**src/rtl/pc_seq_ras.sv**
```systemverilog
// Program sequencer for the stack CPU: PC stepping, conditional/relative
// branches from the data stack, CALL/RET through a small return-address
// stack, sticky error flag and a terminal halt state.
module pc_seq_ras #(
    parameter  int unsigned INST_CAP  = 20,
    parameter  int unsigned DATA_LEN  = 8,
    parameter  int unsigned RAS_DEPTH = 4,
    localparam int unsigned PC_W      = $clog2(INST_CAP) + 1,
    localparam int unsigned RL_W      = $clog2(RAS_DEPTH + 1)
) (
    input  logic                clk,
    input  logic                rstn,
    input  logic                en,
    input  logic [3:0]          op,
    input  logic                z_flag,
    input  logic                s_flag,
    input  logic [DATA_LEN-1:0] stk_data,
    output logic                stk_pop,
    output logic [PC_W-1:0]     pc,
    output logic                done,
    output logic                halted,
    output logic                err,
    output logic [RL_W-1:0]     ras_level
);

    // Index width into the RAS array and a signed-safe width for targets.
    localparam int unsigned IDX_W = (RAS_DEPTH > 1) ? $clog2(RAS_DEPTH) : 1;
    localparam int unsigned TW    = ((PC_W > DATA_LEN) ? PC_W : DATA_LEN) + 2;

    localparam logic [3:0] OP_JMP  = 4'h1;
    localparam logic [3:0] OP_JZ   = 4'h2;
    localparam logic [3:0] OP_JS   = 4'h3;
    localparam logic [3:0] OP_JNZ  = 4'h4;
    localparam logic [3:0] OP_CALL = 4'h5;
    localparam logic [3:0] OP_RET  = 4'h6;
    localparam logic [3:0] OP_BRR  = 4'h7;
    localparam logic [3:0] OP_HALT = 4'hF;

    typedef enum logic [2:0] {
        S_IDLE = 3'd0,
        S_POP  = 3'd1,
        S_LOAD = 3'd2,
        S_STEP = 3'd3,
        S_RETN = 3'd4,
        S_HALT = 3'd5
    } state_t;

    state_t              state_q, state_d;
    logic [3:0]          op_q, op_d;
    logic [PC_W-1:0]     pc_q, pc_d;
    logic                stk_pop_q, stk_pop_d;
    logic                done_q, done_d;
    logic                halted_q, halted_d;
    logic                err_q, err_d;
    logic [RL_W-1:0]     ras_level_q, ras_level_d;
    logic [PC_W-1:0]     ras_q [RAS_DEPTH];
    logic [PC_W-1:0]     ras_d [RAS_DEPTH];

    logic [PC_W-1:0]     pc_inc;
    logic [TW-1:0]       tgt;
    logic                tgt_bad;
    logic                ras_full;
    logic                ras_empty;

    // Datapath helpers: saturating increment, branch target and its legality.
    always_comb begin
        pc_inc = (pc_q < PC_W'(INST_CAP - 1)) ? pc_q + PC_W'(1) : pc_q;
        if (op_q == OP_BRR) begin
            tgt = TW'(pc_q) + TW'($signed(stk_data));
        end else begin
            tgt = TW'(stk_data);
        end
        // A negative result wraps to a huge unsigned value and fails too.
        tgt_bad   = (tgt > TW'(INST_CAP - 1));
        ras_full  = (ras_level_q == RL_W'(RAS_DEPTH));
        ras_empty = (ras_level_q == RL_W'(0));
    end

    // Next-state and registered-output logic.
    always_comb begin
        state_d     = state_q;
        op_d        = op_q;
        pc_d        = pc_q;
        err_d       = err_q;
        ras_d       = ras_q;
        ras_level_d = ras_level_q;
        done_d      = 1'b0;
        stk_pop_d   = 1'b0;
        halted_d    = 1'b0;

        case (state_q)
            S_IDLE: begin
                if (en) begin
                    op_d = op;
                    case (op)
                        OP_JMP, OP_CALL, OP_BRR: state_d = S_POP;
                        OP_JZ:   state_d = z_flag  ? S_POP : S_STEP;
                        OP_JS:   state_d = s_flag  ? S_POP : S_STEP;
                        OP_JNZ:  state_d = !z_flag ? S_POP : S_STEP;
                        OP_RET:  state_d = S_RETN;
                        OP_HALT: state_d = S_HALT;
                        default: state_d = S_STEP;
                    endcase
                end
            end
            S_POP: begin
                state_d = S_LOAD;
            end
            S_LOAD: begin
                if (op_q == OP_CALL) begin
                    if (ras_full) begin
                        err_d = 1'b1;
                    end else begin
                        ras_d[IDX_W'(ras_level_q)] = pc_inc;
                        ras_level_d = ras_level_q + RL_W'(1);
                    end
                end
                if (tgt_bad) begin
                    err_d = 1'b1;
                end else begin
                    pc_d = tgt[PC_W-1:0];
                end
                done_d  = 1'b1;
                state_d = S_IDLE;
            end
            S_STEP: begin
                pc_d    = pc_inc;
                done_d  = 1'b1;
                state_d = S_IDLE;
            end
            S_RETN: begin
                if (ras_empty) begin
                    err_d = 1'b1;
                    pc_d  = pc_inc;
                end else begin
                    pc_d        = ras_q[IDX_W'(ras_level_q - RL_W'(1))];
                    ras_level_d = ras_level_q - RL_W'(1);
                end
                done_d  = 1'b1;
                state_d = S_IDLE;
            end
            S_HALT: begin
                state_d = S_HALT;
            end
            default: begin
                state_d = S_IDLE;
            end
        endcase

        stk_pop_d = (state_d == S_POP);
        halted_d  = (state_d == S_HALT);
    end

    // State and output registers.
    always_ff @(posedge clk or negedge rstn) begin
        if (!rstn) begin
            state_q     <= S_IDLE;
            op_q        <= '0;
            pc_q        <= '0;
            stk_pop_q   <= 1'b0;
            done_q      <= 1'b0;
            halted_q    <= 1'b0;
            err_q       <= 1'b0;
            ras_level_q <= '0;
            for (int i = 0; i < int'(RAS_DEPTH); i++) begin
                ras_q[i] <= '0;
            end
        end else begin
            state_q     <= state_d;
            op_q        <= op_d;
            pc_q        <= pc_d;
            stk_pop_q   <= stk_pop_d;
            done_q      <= done_d;
            halted_q    <= halted_d;
            err_q       <= err_d;
            ras_level_q <= ras_level_d;
            ras_q       <= ras_d;
        end
    end

    assign stk_pop   = stk_pop_q;
    assign pc        = pc_q;
    assign done      = done_q;
    assign halted    = halted_q;
    assign err       = err_q;
    assign ras_level = ras_level_q;

endmodule
```
**config.mk**
```make
export PLATFORM = sky130hd
export DESIGN_NAME = pc_seq_ras
export DESIGN_NICKNAME = d
export VERILOG_FILES = /design/src/rtl/pc_seq_ras.sv
export SDC_FILE = /design/constraint.sdc
export NUM_CORES = 1
export LEC_CHECK = 0
export ABC_AREA = 1
export ABC_CLOCK_PERIOD_IN_PS = 3000
export BUFFER_PORTS_ARGS = -buffer_cell sky130_fd_sc_hd__clkbuf_2
export CAP_MARGIN = 10
export CORE_MARGIN = 2
export CORE_UTILIZATION = 55
export CTS_CLUSTER_DIAMETER = 80
export CTS_CLUSTER_SIZE = 14
export DETAILED_ROUTE_END_ITERATION = 7
export PLACE_DENSITY = 0.76
export SYNTH_ARGS = -nofsm -noshare
export SYNTH_HDL_FRONTEND = slang
export SYNTH_SLANG_ARGS = --single-unit
```
**constraint.sdc**
```tcl
create_clock -name clk -period 3 [get_ports clk]
set_input_delay 0.6 -clock clk [delete_from_list [all_inputs] [get_ports clk]]
set_output_delay 0.6 -clock clk [all_outputs]
set_load 0.01 [all_outputs]
```
==> impl_metrics.json, run 1 <==
{
  "status": "complete, no violations",
  "yosysWarnings": 0,
  "clkTransAtPathRegs_ns": 0.08,
  "period_needed_ns": 2.38,
  "root_buffer": "clkbuf_8",
  "crit_path_start": "ras_level[0]$_DFFE_PN0P_",
  "maxSlewHeadroom": 0.597,
  "syn_nets": 407,
  "synth.distinct_cells": 34,
  "dieArea_um2": 5540,
  "dp_hpwl_mm": 4.58,
  "hold_buffers": 0,
  "slew_viol_final": 0,
  "rsz0062_at_grt": "false",
  "dr.pass1.iters": 4,
  "start_kind": "register",
  "grt_pass1_vias": 2367,
  "synth_most_common_cell": "nand2_1",
  "max_cap_violations": 0,
  "initial_core_util": 0.574,
  "area_growth_pct": 12.6,
  "grtUsageTotal": 0.248,
  "chipHeight_um": 74.4,
  "finalHoldViolCount": 0,
  "yosys.area.top_type_share": 0.403,
  "fp.dieW_um": 74.4,
  "h-tree-depth": 2,
  "yosysTopAreaCell": "dfrtp_1",
  "cts_setup_buffers": 0,
  "io_pins": 30,
  "clock_latency_ns": 0.30,
  "core_um2": 4750,
  "fmax_ghz": 0.420,
  "worstRegToRegCells": 10,
  "p_leak_nw": 1.65,
  "cts_sinks": 44,
  "worstReg2RegStart": "ras_level[0]$_DFFE_PN0P_",
  "synth_edf_count": 0,
  "grt_max_degree": 25,
  "finalSetupViolations": 0,
  "crit_chain": "clkinv_1 -> ha_1 -> ha_1 -> nor2_1 -> inv_2 -> nor4_4 -> nand2_1 -> inv_1 -> nand2_1 -> nand2_1",
  "ctsResizeCount": 0,
  "pwr_density_cell_nw_per_um2": 886,
  "grt_antenna_before_repair": 0,
  "layout-drive-gt1-share": 0.129,
  "period_share": 0.793,
  "drt_iter0_markers": 171,
  "ys_seq_area_frac": 0.403,
  "endpoint": "ras_q[20]$_DFFE_PN0P_",
  "setup_tns_ns": 0,
  "numCtsBuffers": 5,
  "vias": 2505,
  "diodes": 0,
  "numPortBuffers": 29,
  "ir_worst_vdd_mv": 0.391,
  "nets": 440,
  "ys_ff_latch": 44,
  "drtAntennaViolNets": 0,
  "critPathKind": "reg2reg",
  "wl_mm": 5.95,
  "critPathCaptureType": "register",
  "worst_pin_slew_ns": 0.604,
  "crit_arrival_ns": 2.63,
  "syn_avg_cell_area_um2": 7.26,
  "critPathMaxStageDelay_ns": 0.36,
  "r2r_slack_ns": 0.62,
  "crit_path_max_fanout": 11,
  "crit_required_ns": 3.25,
  "cp_common_cell": "nand2_1",
  "synth.area.top_cells": "dfrtp_1, nand2_1, inv_1",
  "grt.overflow.total": 0,
  "synth_cells": 376,
  "cts.path.max_buffers": 2,
  "synth_area_um2": 2730,
  "gp_congestion": 0.856,
  "grt_pass1_wl_mm": 10.5,
  "num_rows": 25,
  "cpMaxStageDelayCell": "dfrtp_1",
  "cts_tree": "built",
  "dp_worst_setup_slack_ns": 0.435,
  "drc": 0,
  "synth-main-ff-cell": "dfrtp_1",
  "async_reset_ff_frac": 1.00,
  "hold_class": "in2async",
  "routedWlPerCell_um": 12.5,
  "skew_ns": 0.00348,
  "synth.top_cells.by_count": "nand2_1, inv_1, dfrtp_1, o21ai_0, nand3_1",
  "regToRegEndpoint": "ras_q[20]$_DFFE_PN0P_",
  "vias_per_cell": 5.25,
  "fin_ws_ns": 0.620
}
## worst max-delay path, delay by kind of cell, from the launching register on
kind,cells,cell delay (ns)
fa+ha+maj,2,0.54
buf+inv,3,0.50
flops,1,0.36
simple gates,5,0.91
## flip-flops by register name, summed over array words and instances (netlist names), 3 cells and up
register,count
ras_q,24
ras_level,3
op_q,4
pc,6
state_q,3
## report_power, final
group,internal [mW],switching (mW)
Sequential,0.780,0.163
Clock,0.272,0.208
Combinational,0.460,0.842
## worst min-delay path by stage
stage	startpoint	end	slack (ns)
floorplan	rstn	done$_DFF_PN0_	0.30
global route	rstn	ras_q[7]$_DFFE_PN0P_	0.33
global placement	err$_DFFE_PN0P_	err$_DFFE_PN0P_	0.45
finish	rstn	ras_q[7]$_DFFE_PN0P_	0.29
CTS	rstn	ras_q[7]$_DFFE_PN0P_	0.31
detailed placement	err$_DFFE_PN0P_	err$_DFFE_PN0P_	0.46
## area by class of cell
cell class | count | area (um^2)
tap | 67 | 83.8
clock buffer | 6 | 82.6
timing repair buffer | 32 | 168
sequential | 44 | 1100
multi-input combinational | 270 | 1390
fill | 459 | 1680
clock inverter | 2 | 38.8
inverter | 56 | 210
## routing by layer
| metal | vias to the layer above | share of wire | global-route usage |
|---|---|---|---|
| met2 | 57 | 0.47 | 0.396 |
| met5 | - | 0 | 0 |
| met4 | 0 | 0.0076 | 0.0833 |
| met3 | 5 | 0.050 | 0.0556 |
| li1 | 1278 | - | - |
| met1 | 1165 | 0.48 | 0.335 |
## stage by stage
step           instances  utilization  power [mW]  hold slack (ns)  area, um^2
5_1_grt              477        0.646        3.00            0.334        3070
3_5_place_dp         469        0.621        2.24            0.459        2950
3_3_place_gp         469        0.621        2.22            0.448        2950
2_1_floorplan        376            -        1.88            0.304        2730
4_1_cts              477        0.646        2.73            0.311        3070
6_report             477        0.646        2.72            0.292        3070
## kinds of logic (layout without fill, tap and decap cells)
kind of cell | count (synthesis) | in the layout | synth area share
simple gates | 185 | 185 | 0.290
compound gates | 66 | 66 | 0.136
buf+inv | 62 | 96 | 0.0876
flops | 44 | 44 | 0.403
fa+ha+maj | 14 | 14 | 0.0669
xor+xnor | 5 | 5 | 0.0160
## placed cells by master, fill, tap and decap left out, types with 4 or more instances in the layout
cell type  netlist  final
clkbuf_2         0     29
clkbuf_8         0      6
nor2_1          18     18
inv_2            5      5
nand2_1        125    125
nand4_1          4      4
a21oi_1         16     16
xor2_1           4      4
o211ai_1         7      7
nand3_1         24     24
ha_1            13     13
o21ai_1          8      8
dfrtp_1         44     44
inv_1           50     50
o21ai_0         26     26
No activity file was read; power rests on OpenSTA's default activity.
==> inputs of run 2 (changes only) <==
--- a/config.mk
+++ b/config.mk
@@ -6,7 +6,7 @@
 export NUM_CORES = 1
 export LEC_CHECK = 0
 export ABC_AREA = 1
-export ABC_CLOCK_PERIOD_IN_PS = 3000
+export ABC_CLOCK_PERIOD_IN_PS = 2500
 export BUFFER_PORTS_ARGS = -buffer_cell sky130_fd_sc_hd__clkbuf_2
 export CAP_MARGIN = 10
 export CORE_MARGIN = 2
==> constraint.sdc (replaced) <==
create_clock -name clk -period 2.5 [get_ports clk]
set_input_delay 0.5 -clock clk [delete_from_list [all_inputs] [get_ports clk]]
set_output_delay 0.5 -clock clk [all_outputs]
set_load 0.01 [all_outputs]
==> run 2 against run 1 <==
  * Sequential share of layout area is 0.15 points lower
  * Cell area is 0.41% higher
  * Clock power is 13% lower
  * Largest power group unchanged
  * Maximum frequency is 7.0% higher
  * Setup slack worse by 0.34 ns
  * Utilization is 0.26 points higher
  * Via count is 0.68% lower
  * Total power is 17% higher
  * Register-to-register slack worse by 0.34 ns
==> impl_metrics.json, run 2 (synthesis gave the netlist of run 1 again) <==
{
  "hold_buffers": 0,
  "p_sw_frac": 0.451,
  "cts_setup_buffers": 0,
  "h-tree-depth": 2,
  "vias_per_cell": 5.15,
  "nets": 447,
  "dieArea_um2": 5540,
  "pwr_density_cell_nw_per_um2": 1030,
  "grt_pass1_vias": 2302,
  "dr.pass1.iters": 4,
  "critPathCaptureType": "register",
  "wl_mm": 5.84,
  "largest_register_ff_count": 24,
  "clkPwrFrac": 0.131,
  "skew_ns": 0.00796,
  "slew_viol_final": 0,
  "fmax_ghz": 0.450,
  "wl_met2_mm": 2.74,
  "critPathMaxStageDelay_ns": 0.42,
  "numCtsBuffers": 5,
  "initial_core_util": 0.574,
  "grt.overflow.total": 0,
  "p_leak_nw": 1.66,
  "clock_latency_ns": 0.29,
  "crit_required_ns": 2.73,
  "routedWlPerCell_um": 12.1,
  "cts_tree": "built",
  "regMostFlops": "ras_q",
  "rsz0062_at_grt": "false",
  "layout-drive-gt1-share": 0.142,
  "hold_class": "in2async",
  "core_um2": 4750,
  "grt_pass1_wl_mm": 10.1,
  "ir_worst_vdd_mv": 0.682,
  "chipHeight_um": 74.4,
  "highest_layer": "met4",
  "seq_power_share": 0.343,
  "grt_max_degree": 45,
  "grt_antenna_before_repair": 0,
  "cts_sinks": 44,
  "finalHoldViolCount": 0,
  "crit_buf_inv": 3,
  "worst_pin_slew_ns": 0.556,
  "met1Wirelength_mm": 2.84,
  "area_growth_pct": 13.1,
  "clkTransAtPathRegs_ns": 0.08,
  "finalSetupViolations": 0,
  "switching_power_mw": 1.44,
  "drt_iter0_markers": 138,
  "critPathKind": "reg2reg",
  "place_area_um2": 3000,
  "wl_met3_um": 211,
  "grtUsageTotal": 0.236,
  "p_int_mw": 1.75,
  "maxSlewHeadroom": 0.629,
  "io_pins": 30,
  "cp_common_cell": "nand2_1",
  "drc": 0,
  "root_buffer": "clkbuf_8",
  "crit_arrival_ns": 2.45,
  "p_comb_frac": 0.526,
  "final_common_cell": "nand2_1",
  "cpMaxStageDelayCell": "fa_1",
  "start_kind": "register",
  "cts.path.max_buffers": 2,
  "fp.dieW_um": 74.4,
  "final_area_um2": 3090,
  "crit_path_max_fanout": 6,
  "crit_family": "simple AND/OR/NAND/NOR gates",
  "power_mw": 3.19,
  "gp_congestion": 0.876,
  "vias": 2488,
  "period_share": 0.890,
  "final_cell_mix": "nand2_1, inv_1, dfrtp_1",
  "period_needed_ns": 2.22,
  "dp_hpwl_mm": 4.54,
  "drtAntennaViolNets": 0,
  "diodes": 0,
  "status": "complete, no violations",
  "crit_chain": "ha_1 -> fa_1 -> inv_1 -> nand2_1 -> nand2_1 -> nand2_1 -> o21ai_0 -> inv_1 -> nand3_1 -> nand2_1 -> nand2_1 -> inv_1 -> nand2_1 -> nand2_2 -> nand2_1 -> nand2_1 -> nand2_1",
  "ctsResizeCount": 0,
  "final_util": 0.649,
  "max_cap_violations": 0,
  "numPortBuffers": 29,
  "num_rows": 25,
  "setup_tns_ns": 0
}
## run 2: metrics by stage
stage / std cells / hold WS [ns] / setup WS, ns
6_report: 483 / 0.281 / 0.275
5_1_grt: 483 / 0.338 / 0.0297
4_1_cts: 483 / 0.305 / 0.282
3_5_place_dp: 476 / 0.456 / 0.0538
3_3_place_gp: 476 / 0.447 / 0.121
2_1_floorplan: 376 / 0.204 / 0.170
## run 2: metal layers
| metal | track usage | vias to the layer above |
|---|---|---|
| met5 | 0 | - |
| met4 | 0.0476 | 0 |
| met3 | 0.0339 | 6 |
| met2 | 0.400 | 44 |
| met1 | 0.324 | 1149 |
| li1 | - | 1289 |
## run 2: final cells by class
type                       count  area (um^2)
multi-input combinational    270         1390
clock buffer                   5         68.8
clock inverter                 2         12.5
inverter                      56          210
sequential                    44         1100
fill                         479         1670
tap                           67         83.8
timing repair buffer          39          220
## run 2: path summary, 6_finish.rpt
kind | to | cells after the start | start | slack (ns)
min in group clk | op_q[0]$_DFFE_PN0P_ | 3 | op[0] | 0.47
setup reg to reg | pc[4]$_DFFE_PN0P_ | 17 | pc[0]$_DFFE_PN0P_ | 0.28
max in group asynchronous | state_q[1]$_DFF_PN0_ | 2 | rstn | 1.84
hold / removal | ras_q[14]$_DFFE_PN0P_ | 2 | rstn | 0.28
hold reg to reg | err$_DFFE_PN0P_ | 2 | err$_DFFE_PN0P_ | 0.47
setup / recovery | pc[4]$_DFFE_PN0P_ | 17 | pc[0]$_DFFE_PN0P_ | 0.28
## run 2: worst reg2reg max path, delay by kind of cell, from the launching register on
kind | cells | cell delay (ns)
buffers and inverters | 3 | 0.19
adder cells (fa/ha/maj) | 2 | 0.64
flip-flops | 1 | 0.38
AND/OR/NAND/NOR | 11 | 0.86
AO/OA/AOI/OAI | 1 | 0.11
## run 2: power groups by stage
stage               Clock (mW)  Sequential (mW)  Combinational (mW)
global route             0.466             1.12                1.92
detailed placement           0             1.10                1.67
global placement             0             1.09                1.64
finish                   0.419             1.09                1.68
floorplan                    0             1.14                1.11
CTS                      0.434             1.09                1.68
